==> src/rtl/hdmi_pkg.sv <==
// ----------------------------------------------------------------------------
// hdmi_pkg
// Shared constants and types for the HDMI line-buffer display path:
//   - default video timing (480x272 panel)
//   - line buffer geometry: two banks of up to 512 pixels, bank = raddr[9]
//   - pixel and counter widths
//   - fill request state type and a small window-decode helper
// ----------------------------------------------------------------------------
package hdmi_pkg;

    // Default timing
    localparam int DEF_H_ACTIVE = 480;
    localparam int DEF_H_FP     = 16;
    localparam int DEF_H_SYNC   = 64;
    localparam int DEF_H_BP     = 80;
    localparam int DEF_V_ACTIVE = 272;
    localparam int DEF_V_FP     = 10;
    localparam int DEF_V_SYNC   = 4;
    localparam int DEF_V_BP     = 12;

    // Line buffer geometry
    localparam int BANK_BIT     = 9;
    localparam int LINE_PIX_MAX = 512;
    localparam int ADDR_W       = BANK_BIT + 1;

    // Data widths
    localparam int PIX_W        = 16;
    localparam int CNT_W        = 11;
    localparam int CNT_LIMIT    = 2048;

    // Fill request tracking: one request outstanding at most
    typedef enum logic {
        FILL_IDLE = 1'b0,
        FILL_REQ  = 1'b1
    } fill_state_t;

    // True when lo <= cnt < hi
    function automatic logic in_window(input logic [CNT_W-1:0] cnt,
                                       input int unsigned      lo,
                                       input int unsigned      hi);
        return (cnt >= CNT_W'(lo)) && (cnt < CNT_W'(hi));
    endfunction

endpackage

==> src/rtl/hdmi_timing.sv <==
// ----------------------------------------------------------------------------
// hdmi_timing
// Free-running horizontal/vertical video counters with active and sync decode.
// Counting starts on the first blanking line (v = V_ACTIVE) so a consumer has
// the whole vertical blanking interval to prepare line 0.
//
// Ports:
//   i_clk        pixel clock
//   i_rst_n      asynchronous active-low reset
//   o_h_cnt      horizontal position, 0..H_TOTAL-1
//   o_v_cnt      vertical position,   0..V_TOTAL-1
//   o_active     h_cnt < H_ACTIVE and v_cnt < V_ACTIVE
//   o_hsync      hsync window decode (active-high, undelayed)
//   o_vsync      vsync window decode (active-high, undelayed)
//   o_line_start h_cnt == 0
// ----------------------------------------------------------------------------
module hdmi_timing
    import hdmi_pkg::*;
#(
    parameter int H_ACTIVE = DEF_H_ACTIVE,
    parameter int H_FP     = DEF_H_FP,
    parameter int H_SYNC   = DEF_H_SYNC,
    parameter int H_BP     = DEF_H_BP,
    parameter int V_ACTIVE = DEF_V_ACTIVE,
    parameter int V_FP     = DEF_V_FP,
    parameter int V_SYNC   = DEF_V_SYNC,
    parameter int V_BP     = DEF_V_BP
) (
    input  logic             i_clk,
    input  logic             i_rst_n,
    output logic [CNT_W-1:0] o_h_cnt,
    output logic [CNT_W-1:0] o_v_cnt,
    output logic             o_active,
    output logic             o_hsync,
    output logic             o_vsync,
    output logic             o_line_start
);

    localparam int H_TOTAL = H_ACTIVE + H_FP + H_SYNC + H_BP;
    localparam int V_TOTAL = V_ACTIVE + V_FP + V_SYNC + V_BP;

    localparam logic [CNT_W-1:0] H_LAST = CNT_W'(H_TOTAL - 1);
    localparam logic [CNT_W-1:0] V_LAST = CNT_W'(V_TOTAL - 1);

    generate
        if (H_TOTAL >= CNT_LIMIT || V_TOTAL >= CNT_LIMIT) begin : g_bad_total
            $error("hdmi_timing: H_TOTAL and V_TOTAL must be below 2048");
        end
    endgenerate

    logic [CNT_W-1:0] r_h_cnt;
    logic [CNT_W-1:0] r_v_cnt;

    always_ff @(posedge i_clk or negedge i_rst_n) begin
        if (!i_rst_n) begin
            r_h_cnt <= '0;
            r_v_cnt <= CNT_W'(V_ACTIVE);
        end else if (r_h_cnt == H_LAST) begin
            r_h_cnt <= '0;
            r_v_cnt <= (r_v_cnt == V_LAST) ? '0 : r_v_cnt + CNT_W'(1);
        end else begin
            r_h_cnt <= r_h_cnt + CNT_W'(1);
        end
    end

    assign o_h_cnt      = r_h_cnt;
    assign o_v_cnt      = r_v_cnt;
    assign o_active     = (r_h_cnt < CNT_W'(H_ACTIVE)) && (r_v_cnt < CNT_W'(V_ACTIVE));
    assign o_hsync      = in_window(r_h_cnt, H_ACTIVE + H_FP, H_ACTIVE + H_FP + H_SYNC);
    assign o_vsync      = in_window(r_v_cnt, V_ACTIVE + V_FP, V_ACTIVE + V_FP + V_SYNC);
    assign o_line_start = (r_h_cnt == '0);

endmodule

==> src/rtl/hdmi_line_reader.sv <==
// ----------------------------------------------------------------------------
// hdmi_line_reader
// Display-side consumer of a ping-pong line buffer (1024x16, 1-cycle read).
// Line n lives in bank n[0]; while line n is shown, line n+1 is fetched into
// the other bank by an upstream fill engine.
//
// Ports:
//   clk        pixel clock
//   rst_n      asynchronous active-low reset
//   buf_raddr  line buffer read address {bank, pixel index}
//   buf_rdata  line buffer read data, valid one cycle after buf_raddr
//   fill_req   fill request, held until fill_ack
//   fill_line  line number to fetch
//   fill_bank  destination bank
//   fill_ack   one-cycle pulse: requested line fully written
//   vid_hs     hsync, active-high
//   vid_vs     vsync, active-high
//   vid_de     data enable
//   vid_pix    pixel data (0 outside active or on a missing line)
//   underrun   sticky error: late fill or displayed an unfilled bank
//
// Fill handshake: fill_req acts as "valid" and fill_ack as a one-shot
// "done". While fill_req is high, fill_line/fill_bank hold steady; the
// request completes in the cycle fill_ack=1 and fill_req drops the cycle
// after, unless a new request is issued in that same cycle. An ack seen
// while fill_req is low is ignored.
//
// All video outputs are registered twice so they line up with the pixel
// returned by the buffer for the counter state two cycles earlier.
// ----------------------------------------------------------------------------
module hdmi_line_reader
    import hdmi_pkg::*;
#(
    parameter int H_ACTIVE = DEF_H_ACTIVE,
    parameter int H_FP     = DEF_H_FP,
    parameter int H_SYNC   = DEF_H_SYNC,
    parameter int H_BP     = DEF_H_BP,
    parameter int V_ACTIVE = DEF_V_ACTIVE,
    parameter int V_FP     = DEF_V_FP,
    parameter int V_SYNC   = DEF_V_SYNC,
    parameter int V_BP     = DEF_V_BP
) (
    input  logic              clk,
    input  logic              rst_n,
    output logic [ADDR_W-1:0] buf_raddr,
    input  logic [PIX_W-1:0]  buf_rdata,
    output logic              fill_req,
    output logic [CNT_W-1:0]  fill_line,
    output logic              fill_bank,
    input  logic              fill_ack,
    output logic              vid_hs,
    output logic              vid_vs,
    output logic              vid_de,
    output logic [PIX_W-1:0]  vid_pix,
    output logic              underrun
);

    localparam int V_TOTAL = V_ACTIVE + V_FP + V_SYNC + V_BP;

    localparam logic [CNT_W-1:0] V_LAST     = CNT_W'(V_TOTAL - 1);
    localparam logic [CNT_W-1:0] V_LAST_ACT = CNT_W'(V_ACTIVE - 1);
    localparam logic [CNT_W-1:0] H_END_ACT  = CNT_W'(H_ACTIVE);
    localparam logic [CNT_W-1:0] V_END_ACT  = CNT_W'(V_ACTIVE);

    generate
        if (H_ACTIVE > LINE_PIX_MAX) begin : g_bad_h_active
            $error("hdmi_line_reader: H_ACTIVE must not exceed 512");
        end
    endgenerate

    // ------------------------------------------------------------------
    // Timing
    // ------------------------------------------------------------------
    logic [CNT_W-1:0] w_h_cnt;
    logic [CNT_W-1:0] w_v_cnt;
    logic             w_active;
    logic             w_hsync;
    logic             w_vsync;
    logic             w_line_start;

    hdmi_timing #(
        .H_ACTIVE (H_ACTIVE),
        .H_FP     (H_FP),
        .H_SYNC   (H_SYNC),
        .H_BP     (H_BP),
        .V_ACTIVE (V_ACTIVE),
        .V_FP     (V_FP),
        .V_SYNC   (V_SYNC),
        .V_BP     (V_BP)
    ) u_timing (
        .i_clk        (clk),
        .i_rst_n      (rst_n),
        .o_h_cnt      (w_h_cnt),
        .o_v_cnt      (w_v_cnt),
        .o_active     (w_active),
        .o_hsync      (w_hsync),
        .o_vsync      (w_vsync),
        .o_line_start (w_line_start)
    );

    assign buf_raddr = {w_v_cnt[0], w_h_cnt[BANK_BIT-1:0]};

    // ------------------------------------------------------------------
    // Request instants: one line ahead, and line 0 on the last blank line
    // ------------------------------------------------------------------
    logic             w_req_now;
    logic [CNT_W-1:0] w_req_line;
    logic             w_req_bank;

    always_comb begin
        w_req_now  = 1'b0;
        w_req_line = '0;
        w_req_bank = 1'b0;
        if (w_line_start) begin
            if (w_v_cnt < V_LAST_ACT) begin
                w_req_now  = 1'b1;
                w_req_line = w_v_cnt + CNT_W'(1);
                w_req_bank = ~w_v_cnt[0];
            end else if (w_v_cnt == V_LAST) begin
                w_req_now  = 1'b1;
                w_req_line = '0;
                w_req_bank = 1'b0;
            end
        end
    end

    // ------------------------------------------------------------------
    // Fill request FSM
    // ------------------------------------------------------------------
    fill_state_t      r_fill_state;
    fill_state_t      w_fill_state_next;
    logic [CNT_W-1:0] r_fill_line;
    logic             r_fill_bank;
    logic             w_ack;
    logic             w_collide;

    assign w_ack     = (r_fill_state == FILL_REQ) && fill_ack;
    // A new request while the previous one is still unacknowledged: the old
    // line is abandoned and the request is retargeted.
    assign w_collide = w_req_now && (r_fill_state == FILL_REQ) && !fill_ack;

    always_comb begin
        w_fill_state_next = r_fill_state;
        case (r_fill_state)
            FILL_IDLE: if (w_req_now)           w_fill_state_next = FILL_REQ;
            FILL_REQ:  if (w_ack && !w_req_now) w_fill_state_next = FILL_IDLE;
            default:                            w_fill_state_next = FILL_IDLE;
        endcase
    end

    always_ff @(posedge clk or negedge rst_n) begin
        if (!rst_n) begin
            r_fill_state <= FILL_IDLE;
            r_fill_line  <= '0;
            r_fill_bank  <= 1'b0;
        end else begin
            r_fill_state <= w_fill_state_next;
            if (w_req_now) begin
                r_fill_line <= w_req_line;
                r_fill_bank <= w_req_bank;
            end
        end
    end

    assign fill_req  = (r_fill_state == FILL_REQ);
    assign fill_line = r_fill_line;
    assign fill_bank = r_fill_bank;

    // ------------------------------------------------------------------
    // Bank validity. Set by ack; cleared when a bank becomes a fill target
    // and when its line has finished displaying. Clears win over the set.
    // ------------------------------------------------------------------
    logic [1:0] r_bank_valid;
    logic [1:0] w_bank_valid_next;
    logic       w_release;

    assign w_release = (w_h_cnt == H_END_ACT) && (w_v_cnt < V_END_ACT);

    always_comb begin
        w_bank_valid_next = r_bank_valid;
        if (w_ack)     w_bank_valid_next[r_fill_bank] = 1'b1;
        if (w_release) w_bank_valid_next[w_v_cnt[0]]  = 1'b0;
        if (w_req_now) w_bank_valid_next[w_req_bank]  = 1'b0;
    end

    // An ack arriving in this very cycle means the line is already complete,
    // so the pixel addressed now (data returned next cycle) is good.
    logic w_disp_bank_ok;
    logic w_disp_underrun;

    assign w_disp_bank_ok  = r_bank_valid[w_v_cnt[0]] | (w_ack && (r_fill_bank == w_v_cnt[0]));
    assign w_disp_underrun = w_active && !w_disp_bank_ok;

    // ------------------------------------------------------------------
    // Status and output pipeline
    // ------------------------------------------------------------------
    logic             r_underrun;
    logic             r_de_d1;
    logic             r_hs_d1;
    logic             r_vs_d1;
    logic             r_pix_ok_d1;
    logic             r_vid_de;
    logic             r_vid_hs;
    logic             r_vid_vs;
    logic [PIX_W-1:0] r_vid_pix;

    always_ff @(posedge clk or negedge rst_n) begin
        if (!rst_n) begin
            r_bank_valid <= 2'b00;
            r_underrun   <= 1'b0;
            r_de_d1      <= 1'b0;
            r_hs_d1      <= 1'b0;
            r_vs_d1      <= 1'b0;
            r_pix_ok_d1  <= 1'b0;
            r_vid_de     <= 1'b0;
            r_vid_hs     <= 1'b0;
            r_vid_vs     <= 1'b0;
            r_vid_pix    <= '0;
        end else begin
            r_bank_valid <= w_bank_valid_next;
            r_underrun   <= r_underrun | w_collide | w_disp_underrun;
            r_de_d1      <= w_active;
            r_hs_d1      <= w_hsync;
            r_vs_d1      <= w_vsync;
            r_pix_ok_d1  <= w_active && w_disp_bank_ok;
            r_vid_de     <= r_de_d1;
            r_vid_hs     <= r_hs_d1;
            r_vid_vs     <= r_vs_d1;
            r_vid_pix    <= r_pix_ok_d1 ? buf_rdata : '0;
        end
    end

    assign underrun = r_underrun;
    assign vid_de   = r_vid_de;
    assign vid_hs   = r_vid_hs;
    assign vid_vs   = r_vid_vs;
    assign vid_pix  = r_vid_pix;

endmodule

==> config.mk <==
export PLATFORM = sky130hd
export DESIGN_NAME = hdmi_line_reader
export DESIGN_NICKNAME = d
export VERILOG_FILES = /design/src/rtl/hdmi_pkg.sv /design/src/rtl/hdmi_timing.sv /design/src/rtl/hdmi_line_reader.sv
export SDC_FILE = /design/constraint.sdc
export NUM_CORES = 1
export LEC_CHECK = 0
export BUFFER_PORTS_ARGS = -buffer_cell sky130_fd_sc_hd__buf_4
export CAP_MARGIN = 0
export CORE_UTILIZATION = 60
export CTS_BUF_LIST = sky130_fd_sc_hd__clkbuf_2 sky130_fd_sc_hd__clkbuf_4 sky130_fd_sc_hd__clkbuf_8
export DETAILED_ROUTE_END_ITERATION = 8
export HOLD_SLACK_MARGIN = 0.05
export PLACE_DENSITY = 0.87
export SETUP_SLACK_MARGIN = 0.15
export SLEW_MARGIN = 20
export SYNTH_ARGS = -nofsm -noshare
export SYNTH_HDL_FRONTEND = slang
export SYNTH_SLANG_ARGS = --single-unit
==> constraint.sdc <==
create_clock -name clk -period 5.9 [get_ports clk]
set_input_delay 0.59 -clock clk [delete_from_list [all_inputs] [get_ports clk]]
set_output_delay 0.59 -clock clk [all_outputs]
set_load 0.02 [all_outputs]
==> results of run 1 <==
kinds of logic after synthesis:
logic type | count (synthesis)
fa+ha+maj | 4
compound gates | 30
xor+xnor | 21
mux | 8
simple gates | 95
flops | 60
buf+inv | 30
placed cells by master, fill, tap and decap left out, types with 3 or more instances in the layout:
master	instances
and2_1	17
and3_1	6
buf_4	61
mux2i_1	8
inv_1	7
nor2_1	14
xnor2_1	13
clkbuf_8	12
nand4_1	5
nor3_1	10
dfrtp_1	58
and4_1	4
nor4_1	3
o21ai_0	16
nand3_1	10
xor2_1	8
nand2_1	12
nand2b_1	4
ha_1	4
or3_1	3
state kept, by name, indices dropped and copies added (netlist names), 2 cells and up:
register and cells:
u_timing.o_h_cnt 11, u_timing.o_v_cnt 11, r_bank_valid 2, fill_line 11, vid_pix 16
final cells by class:
class	instances	area [µm²]
flip-flops and latches	60	1500
clock inverters	1	30.0
fillers	277	1030
multi-input cells	158	1060
repair buffers	61	458
inverters	7	26.3
clock buffers	14	180
well taps	52	65.1
worst max-delay path, cell delays in order (launching register included):
cell,delay (ps)
dfrtp_1,450
inv_1,90
ha_1,150
nor2b_1,120
nand4_1,370
or3_1,760
o2111a_1,340
final timing paths:
kind	depth (start not counted)	slack [ps]	endpoint
max	6	3490	r_bank_valid[0]
max in group asynchronous	1	5080	u_timing.o_h_cnt[9]
min in group clk	0	350	vid_hs
min	1	320	vid_vs
max reg2reg	6	3490	r_bank_valid[0]
min reg2reg	0	350	vid_hs
power groups by stage:
stage	clock [mW]	sequential [mW]	combinational [mW]
3_5_place_dp	0	0.429	0.0395
4_1_cts	0.389	0.421	0.0396
6_report	0.383	0.421	0.0388
3_3_place_gp	0	0.428	0.0387
5_1_grt	0.411	0.422	0.0425
2_1_floorplan	0	0.435	0.00601
synthesized netlist by cell type (all sizes together) (2+ instances only):
library cell  instances  area share [%]
dfrtp                58              53
and2                 17             3.9
buf                  16             4.4
o21ai                16             2.9
nor2                 14             1.9
nand2                13             1.9
xnor2                13             4.2
nand3                10             1.8
nor3                 10             1.8
mux2i                 8             2.9
xor2                  8             2.6
clkbuf                7             1.0
inv                   7            0.96
and3                  6             1.4
nand4                 5             1.1
and4                  4             1.3
ha                    4             1.8
nand2b                4            0.92
nor4                  3            0.69
or3                   3            0.69
a31oi                 2            0.46
dfstp                 2             1.9
nor2b                 2            0.46
nor4bb                2            0.73
per-stage QoR:
stage	util, %	hold slack [ps]
floorplan	-	294
global placement	71.4	334
detailed placement	71.4	335
CTS	76.2	348
global route	76.2	363
finish	76.2	318
metal layers:
layer / wire (µm) / vias to the layer above
li1: - / 940
met1: 2370 / 997
met2: 2810 / 85
met3: 355 / 11
met4: 113 / 0
met5: 0 / -
==> impl_metrics.ini, run 1 <==
[synthesis]
synth_top_family_by_area = simple AND/OR/NAND/NOR gates
synth-seq-cells = 60
synth_nets = 271
synth-compound-area-share_pct = 7.73
synth.avg_cell_area_um2 = 11.0
synth-adder-area-share_pct = 1.83
synth-edff-count = 0
synthesis.instances = 248
synth_warnings = 0
synth_xor_area_share_pct = 6.73
netlist_area_mm2 = 0.00273
synthSimpleGateAreaFrac_pct = 19.4
async_flop_share_pct = 100
synthFlopType = dfrtp_1
synth.distinct_cells = 42
ys_seq_area_share_pct = 55.0
synth.area.mux_share_pct = 2.93

[clocking]
numCtsBuffers = 9
clock_sinks = 60
ctsHoldBuffers = 0
htree_levels = 3
root_buffer = clkbuf_8
cts_resized = 0
clk_pin_slew_ps = 70
cts_tree = yes
cts_setup_buffers = 0
clkLatencyLatePin_ps = 330
clk_path_buf_depth = 2

[power]
power_mw = 0.843
clkPwrFrac_pct = 45.4
leakage_nw = 1.62
power_frac_seq_pct = 50.0
switching_share_pct = 20.1
pwr-share-comb_pct = 4.6
irDropWorstVdd_uv = 159
powerDensity_mw_per_mm2 = 254
p_int_mw = 0.674
p_sw_mw = 0.169

[sta]
drv_slew = 0
fin_ws_ps = 3490
slew_headroom_pct = 51.3
rsz0062_at_grt = false
setup_viol = 0
period_share_pct = 40.9
hold_violations = 0
final.setup.tns_ps = 0
worst_pin_slew_ps = 731
skew_ps = 10.0
fmax_ghz = 0.414
fin_crit_ps = 2410

[global_routing]
grt_max_degree = 61
antenna_found_initial = 0
grt_pass1_wl_mm = 9.65
grt_pass1_vias = 2039
grt_usage_pct = 26.0
grt.busiest_layer = met2
grtUsageMet3_pct = 6.10
grtUsageMet2_pct = 40.0
grt.overflow.total = 0
use_met1_pct = 34.9

[floorplanning]
die_y_um = 69.5
core_mm2 = 0.00435
start_util_pct = 62.8
dieArea_mm2 = 0.00483
std_cell_rows = 24
die_x_um = 69.5
pin_count = 62

[routing]
routed_wl_mm = 5.65
wl_per_cell_um = 16.0
ant_nets = 0
via_per_inst = 5.76
drc = 0
dr.pass1.iters = 5
drt_first_iter_violations = 209
vias = 2033

[worst_setup_path]
crit_start = u_timing.o_h_cnt[0]
crit_arrival_ps = 2630
end_kind = flip-flop
crit_required_ps = 6110
path_class = reg -> reg
path_max_fanout = 13
cp-start-kind = flip-flop
r2r_start = u_timing.o_h_cnt[0]

[placement]
io_buffers = 61
pre_cts_slack_ps = 3520
hpwl_mm = 3.83
dp_cells = 338
place_congestion = 0.928
dpl-instance-area_mm2 = 0.00311

[layout]
antennaDiodeCount = 0
drive_above_1_share_pct = 27.2
syn2layout_area_growth_pct = 21.4
final_cells = 353
fin_area_mm2 = 0.00332
final_nets = 320

[hold_path]
worst_hold_path_type = in -> async

[outcome]
status = complete, no violations

[flow_run]
max_cap_violations = 0
No activity file was read; power rests on OpenSTA's default activity.
==> inputs of run 2 (changes only) <==
--- a/config.mk
+++ b/config.mk
@@ -5,13 +5,14 @@
 export SDC_FILE = /design/constraint.sdc
 export NUM_CORES = 1
 export LEC_CHECK = 0
+export ABC_AREA = 1
 export BUFFER_PORTS_ARGS = -buffer_cell sky130_fd_sc_hd__buf_4
 export CAP_MARGIN = 0
-export CORE_UTILIZATION = 60
+export CORE_UTILIZATION = 51
 export CTS_BUF_LIST = sky130_fd_sc_hd__clkbuf_2 sky130_fd_sc_hd__clkbuf_4 sky130_fd_sc_hd__clkbuf_8
 export DETAILED_ROUTE_END_ITERATION = 8
 export HOLD_SLACK_MARGIN = 0.05
-export PLACE_DENSITY = 0.87
+export PLACE_DENSITY = 0.78
 export SETUP_SLACK_MARGIN = 0.15
 export SLEW_MARGIN = 20
 export SYNTH_ARGS = -nofsm -noshare
==> constraint.sdc (replaced) <==
create_clock -name clk -period 2 [get_ports clk]
set_input_delay 0.2 -clock clk [delete_from_list [all_inputs] [get_ports clk]]
set_output_delay 0.2 -clock clk [all_outputs]
set_load 0.02 [all_outputs]
==> run 2 against run 1 <==
Die area is 30% higher. Clock power grew to 3.5 times the previous value. Routed wire length is 17% higher. Global-route usage is 3.1 points lower. Worst hold slack worse by 260 ps. Critical path depth is 3 higher. Critical endpoint unchanged. Largest power group is now the clock network.
==> impl_metrics.ini, run 2 <==
[placement]
hpwl_mm = 4.68
place_congestion = 0.859
io_buffers = 61

[sta]
hold_violations = 0
drv_slew = 0
period_share_pct = 82.7
rsz0062_at_grt = false
skew_ps = 6.96
final.setup.tns_ps = 0
fin_crit_ps = 1650
worst_pin_slew_ps = 733
setup_viol = 0
fmax_ghz = 0.605
slew_headroom_pct = 51.1

[synthesis]
yosysTopAreaCellShare_pct = 47.9
netlist_area_mm2 = 0.00303
synth_top_area_cell = dfrtp_1
synthFlopType = dfrtp_1
synth.distinct_cells = 33
synthesis.instances = 382
async_flop_share_pct = 100
synth_nets = 405
synth_area_leaders = dfrtp_1, nand2_1, inv_1, nand3_1, nor2_1
synth_warnings = 0
synth_commonest_cells = nand2_1, inv_1, dfrtp_1
synth-edff-count = 0
yosysMostFrequentCell = nand2_1
ys_seq_area_share_pct = 49.6
synth-seq-cells = 60
synth.avg_cell_area_um2 = 7.94

[worst_setup_path]
cp_slowest_stage_delay_ps = 430
critPathSlowestCell = dfrtp_1
worstPathCellList = inv_1 -> ha_1 -> inv_1 -> nor3_1 -> nand3_1 -> nand2_1 -> nand2_2 -> nand2_1 -> nand2_1
worst-path-buf-inv = 2
crit_arrival_ps = 1870
crit_family = simple AND/OR/NAND/NOR gates
r2r_start = u_timing.o_v_cnt[1]
crit_top_cell = nand2_1
path_class = reg -> reg
reg2reg_to = r_bank_valid[0]
path_max_fanout = 11
crit_required_ps = 2220
cp-start-kind = flip-flop
reg2reg_depth = 9
r2r_setup_slack_ps = 350
end_kind = flip-flop

[floorplanning]
core_mm2 = 0.00561
dieArea_mm2 = 0.00626
die_y_um = 79.1
pin_count = 62
die_x_um = 79.1
std_cell_rows = 27
start_util_pct = 54.1

[power]
powerDensity_mw_per_mm2 = 711
leakage_nw = 2.10
power_mw = 2.71
irDropWorstVdd_uv = 385

[routing]
ant_nets = 0
via_per_inst = 4.96
vias = 2597
routed_wl_mm = 6.59
drt_first_iter_violations = 182
drc = 0
dr.pass1.iters = 4
wl_per_cell_um = 12.6

[hold_path]
worst_hold_path_type = in -> reg
worstHoldStart = buf_rdata[8]
min_path_cells = 3
holdPathEnd = vid_pix[8]

[clocking]
clock_sinks = 60
clk_pin_slew_ps = 70
clk_path_buf_depth = 2
root_buffer = clkbuf_8
clkLatencyLatePin_ps = 330
cts_resized = 0
numCtsBuffers = 9
cts_tree = yes
ctsHoldBuffers = 10
htree_levels = 3
cts_setup_buffers = 0

[layout]
antennaDiodeCount = 0
nFillCells = 466
syn2layout_area_growth_pct = 25.8
drive_above_1_share_pct = 23.0
layout_commonest_cell = nand2_1
largest_reg_flops = 16
mostFrequentLayoutCells = nand2_1, inv_1, buf_4, dfrtp_1, nor2_1
final_nets = 470

[global_routing]
antenna_found_initial = 0
grt.overflow.total = 0
grt_pass1_wl_mm = 10.9
grt_usage_pct = 23.0
grt_max_degree = 61
grt_pass1_vias = 2487

[outcome]
status = complete, no violations

[flow_run]
max_cap_violations = 0
## run 2: layout make-up
cell class,instances,area (µm²),area share [%]
clock inverter,6,111,2.92
clock buffer,10,138,3.61
timing repair buffer,73,573,15.0
inverter,71,267,6.98
multi-input combinational,232,1130,29.7
sequential,60,1500,39.4
tap,72,90.1,2.36
## run 2: worst register-to-register path, stage by stage (launching register included)
cell	delay (ps)
dfrtp_1	430
inv_1	90
ha_1	150
inv_1	50
nor3_1	180
nand3_1	140
nand2_1	100
nand2_2	210
nand2_1	140
nand2_1	50
## run 2: layer usage
metal  part of all wire [%]  routed length (µm)  GRT usage, %  vias to the layer above
met5                      0                   0             0                        -
met4                    1.3                  85          12.5                        0
met3                    6.7                 439          4.37                       10
met2                     46                3050          37.8                       97
met1                     46                3020          28.4                     1200
li1                       -                   -             -                     1290
## run 2: worst max path at each step
stage	slack (ps)	cells after the start	to	from
floorplan	600	5	u_timing.o_v_cnt[3]	u_timing.o_h_cnt[0]
global route	160	8	r_bank_valid[0]	u_timing.o_v_cnt[6]
finish	350	9	r_bank_valid[0]	u_timing.o_v_cnt[1]
detailed placement	360	9	r_bank_valid[0]	u_timing.o_v_cnt[1]
global placement	350	8	r_bank_valid[0]	u_timing.o_v_cnt[6]
CTS	340	9	r_bank_valid[0]	u_timing.o_v_cnt[1]
## run 2: power by group
group / internal (mW) / switching (mW) / total, mW
sequential: 1.23 / 0.0104 / 1.24
combinational: 0.0645 / 0.0722 / 0.137
clock: 0.861 / 0.472 / 1.33
total: 2.16 / 0.554 / 2.71
## run 2: cell families after synthesis
family | count (synthesis) | share of synthesized area [%]
buf+inv | 90 | 13.0
simple gates | 200 | 29.5
fa+ha+maj | 4 | 1.65
xor+xnor | 5 | 1.44
flops | 60 | 49.6
compound gates | 23 | 4.74
## run 2: stage by stage
stage               cells  hold WS [ps]  setup WS, ps  util (%)  cell area, µm²
floorplan             382         -95.6           597         -            3030
global placement      498           314           352      61.8            3470
detailed placement    498           319           363      61.8            3470
CTS                   524          51.0           337      68.1            3820
global route          524          66.1           155      68.1            3820
finish                524          62.0           347      68.1            3820
==> inputs of run 3 (changes only) <==
--- a/config.mk
+++ b/config.mk
@@ -8,11 +8,11 @@
 export ABC_AREA = 1
 export BUFFER_PORTS_ARGS = -buffer_cell sky130_fd_sc_hd__buf_4
 export CAP_MARGIN = 0
-export CORE_UTILIZATION = 51
+export CORE_UTILIZATION = 57
 export CTS_BUF_LIST = sky130_fd_sc_hd__clkbuf_2 sky130_fd_sc_hd__clkbuf_4 sky130_fd_sc_hd__clkbuf_8
 export DETAILED_ROUTE_END_ITERATION = 8
 export HOLD_SLACK_MARGIN = 0.05
-export PLACE_DENSITY = 0.78
+export PLACE_DENSITY = 0.82
 export SETUP_SLACK_MARGIN = 0.15
 export SLEW_MARGIN = 20
 export SYNTH_ARGS = -nofsm -noshare
==> constraint.sdc (replaced) <==
create_clock -name clk -period 1.7 [get_ports clk]
set_input_delay 0.17 -clock clk [delete_from_list [all_inputs] [get_ports clk]]
set_output_delay 0.17 -clock clk [all_outputs]
set_load 0.02 [all_outputs]
==> run 3 against run 2 <==
Non-clock buffer count is 22 higher. Total power is 8.6% higher. Critical endpoint unchanged. Highest routed layer unchanged. Worst hold slack better by 280 ps. Combinational power is 33% higher. Fmax is 7.5% higher. Cell area is 6.7% higher. Clock power hardly changed.
==> impl_metrics.ini, run 3 (synthesis gave the netlist of run 2 again) <==
[global_routing]
antenna_found_initial = 0
grt_pass1_vias = 2573
grt.overflow.total = 0
grt_pass1_wl_mm = 11.6
grt_usage_pct = 28.2
grt_max_degree = 61

[floorplanning]
die_y_um = 74.9
pin_count = 62
core_mm2 = 0.00511
start_util_pct = 59.4
die_x_um = 74.9
std_cell_rows = 26
dieArea_mm2 = 0.00562

[layout]
fin_util_pct = 79.7
layout_commonest_cell = nand2_1
largest_reg_flops = 16
seqCellArea_mm2 = 0.00151
final_nets = 493
drive_above_1_share_pct = 30.9
multi_input_area_mm2 = 0.00124
antennaDiodeCount = 0
mostFrequentLayoutCells = nand2_1, buf_4, inv_1, dfrtp_1, nor2_1
syn2layout_area_growth_pct = 34.3
fin_area_mm2 = 0.00407
nFillCells = 325
final_cells = 545

[clocking]
cts_tree = yes
clock_sinks = 60
clkLatencyLatePin_ps = 340
root_buffer = clkbuf_8
clk_pin_slew_ps = 70
numCtsBuffers = 9
htree_levels = 3
clk_path_buf_depth = 2

[sta]
rsz0062_at_grt = true
hold_violations = 0
skew_ps = 9.01
final.setup.tns_ps = 0
period_share_pct = 90.4
worst_pin_slew_ps = 747
drv_slew = 0
fin_crit_ps = 1540
slew_headroom_pct = 50.2
setup_viol = 0
hold_ws_ps = 343
fmax_ghz = 0.651

[worst_setup_path]
crit_required_ps = 1930
cp-start-kind = flip-flop
path_class = reg -> reg
end_kind = flip-flop
path_max_fanout = 6
crit_arrival_ps = 1770

[routing]
ant_nets = 0
drt_first_iter_violations = 164
routed_wl_mm = 7.82
dr.pass1.iters = 5
vias = 2788
drc = 0
wl_per_cell_um = 14.3
via_per_inst = 5.12

[power]
irDropWorstVdd_uv = 498
leakage_nw = 2.23
powerDensity_mw_per_mm2 = 723

[placement]
dpl-instance-area_mm2 = 0.00353
dp_cells = 505
io_buffers = 61
place_congestion = 0.969
hpwl_mm = 4.61

[outcome]
status = complete, no violations

[flow_run]
max_cap_violations = 0

[hold_path]
worst_hold_path_type = reg -> reg
[run 3: timing repair]
action,CTS,global route
endpoints found under the hold margin,75,0
gates cloned,0,2
resized for setup,3,37
hold buffers,18,0
setup buffers,2,2
pin swaps,1,6
setup endpoints to repair,16,33
[run 3: layout make-up]
| class | instances | area share (%) |
|---|---|---|
| Timing Repair Buffer | 95 | 18.8 |
| Clock inverter | 6 | 1.57 |
| Tap cell | 70 | 2.15 |
| Sequential cell | 60 | 37.2 |
| Multi-Input combinational cell | 233 | 30.4 |
| Inverter | 71 | 6.54 |
| Clock buffer | 10 | 3.38 |
[run 3: final timing paths]
check                           slack [ps]  cells after the start                 from                   to
worst max-delay path                   160                      9  u_timing.o_v_cnt[1]      r_bank_valid[0]
worst min-delay path                   340                      0              r_de_d1               vid_de
worst max register to register         160                      9  u_timing.o_v_cnt[1]      r_bank_valid[0]
worst min register to register         340                      0              r_de_d1               vid_de
max in group asynchronous              720                      2                rst_n  u_timing.o_v_cnt[3]
min in group asynchronous              440                      2                rst_n           vid_pix[4]
[run 3: per-layer routing]
layer,wire (µm),part of all wire (%),track usage [%],vias up
met1,3180,41,35.0,1295
met3,575,7.4,5.62,30
met4,197,2.5,13.2,0
met2,3870,49,47.6,131
met5,0,0,0,-
li1,-,-,-,1332
[run 3: metrics by stage]
stage	worst slack (ps)	power (mW)
floorplan	297	1.54
global placement	118	1.63
detailed placement	54.4	1.63
CTS	137	2.94
global route	62.4	3.03
finish	163	2.95
[run 3: worst max-delay path: stages, from the launching register on]
cell	delay (ps)
dfrtp_2	450
inv_1	90
ha_1	150
inv_1	60
nor3_2	170
nand3_2	160
nand2_4	120
nand2_4	100
nand2_1	80
nand2_1	50
[run 3: where the power goes]
group	switching, mW	leakage [nW]	internal, mW
sequential	0.0132	0.760	1.45
combinational	0.0939	1.37	0.0880
clock	0.587	0.0983	0.713
total	0.694	2.23	2.25
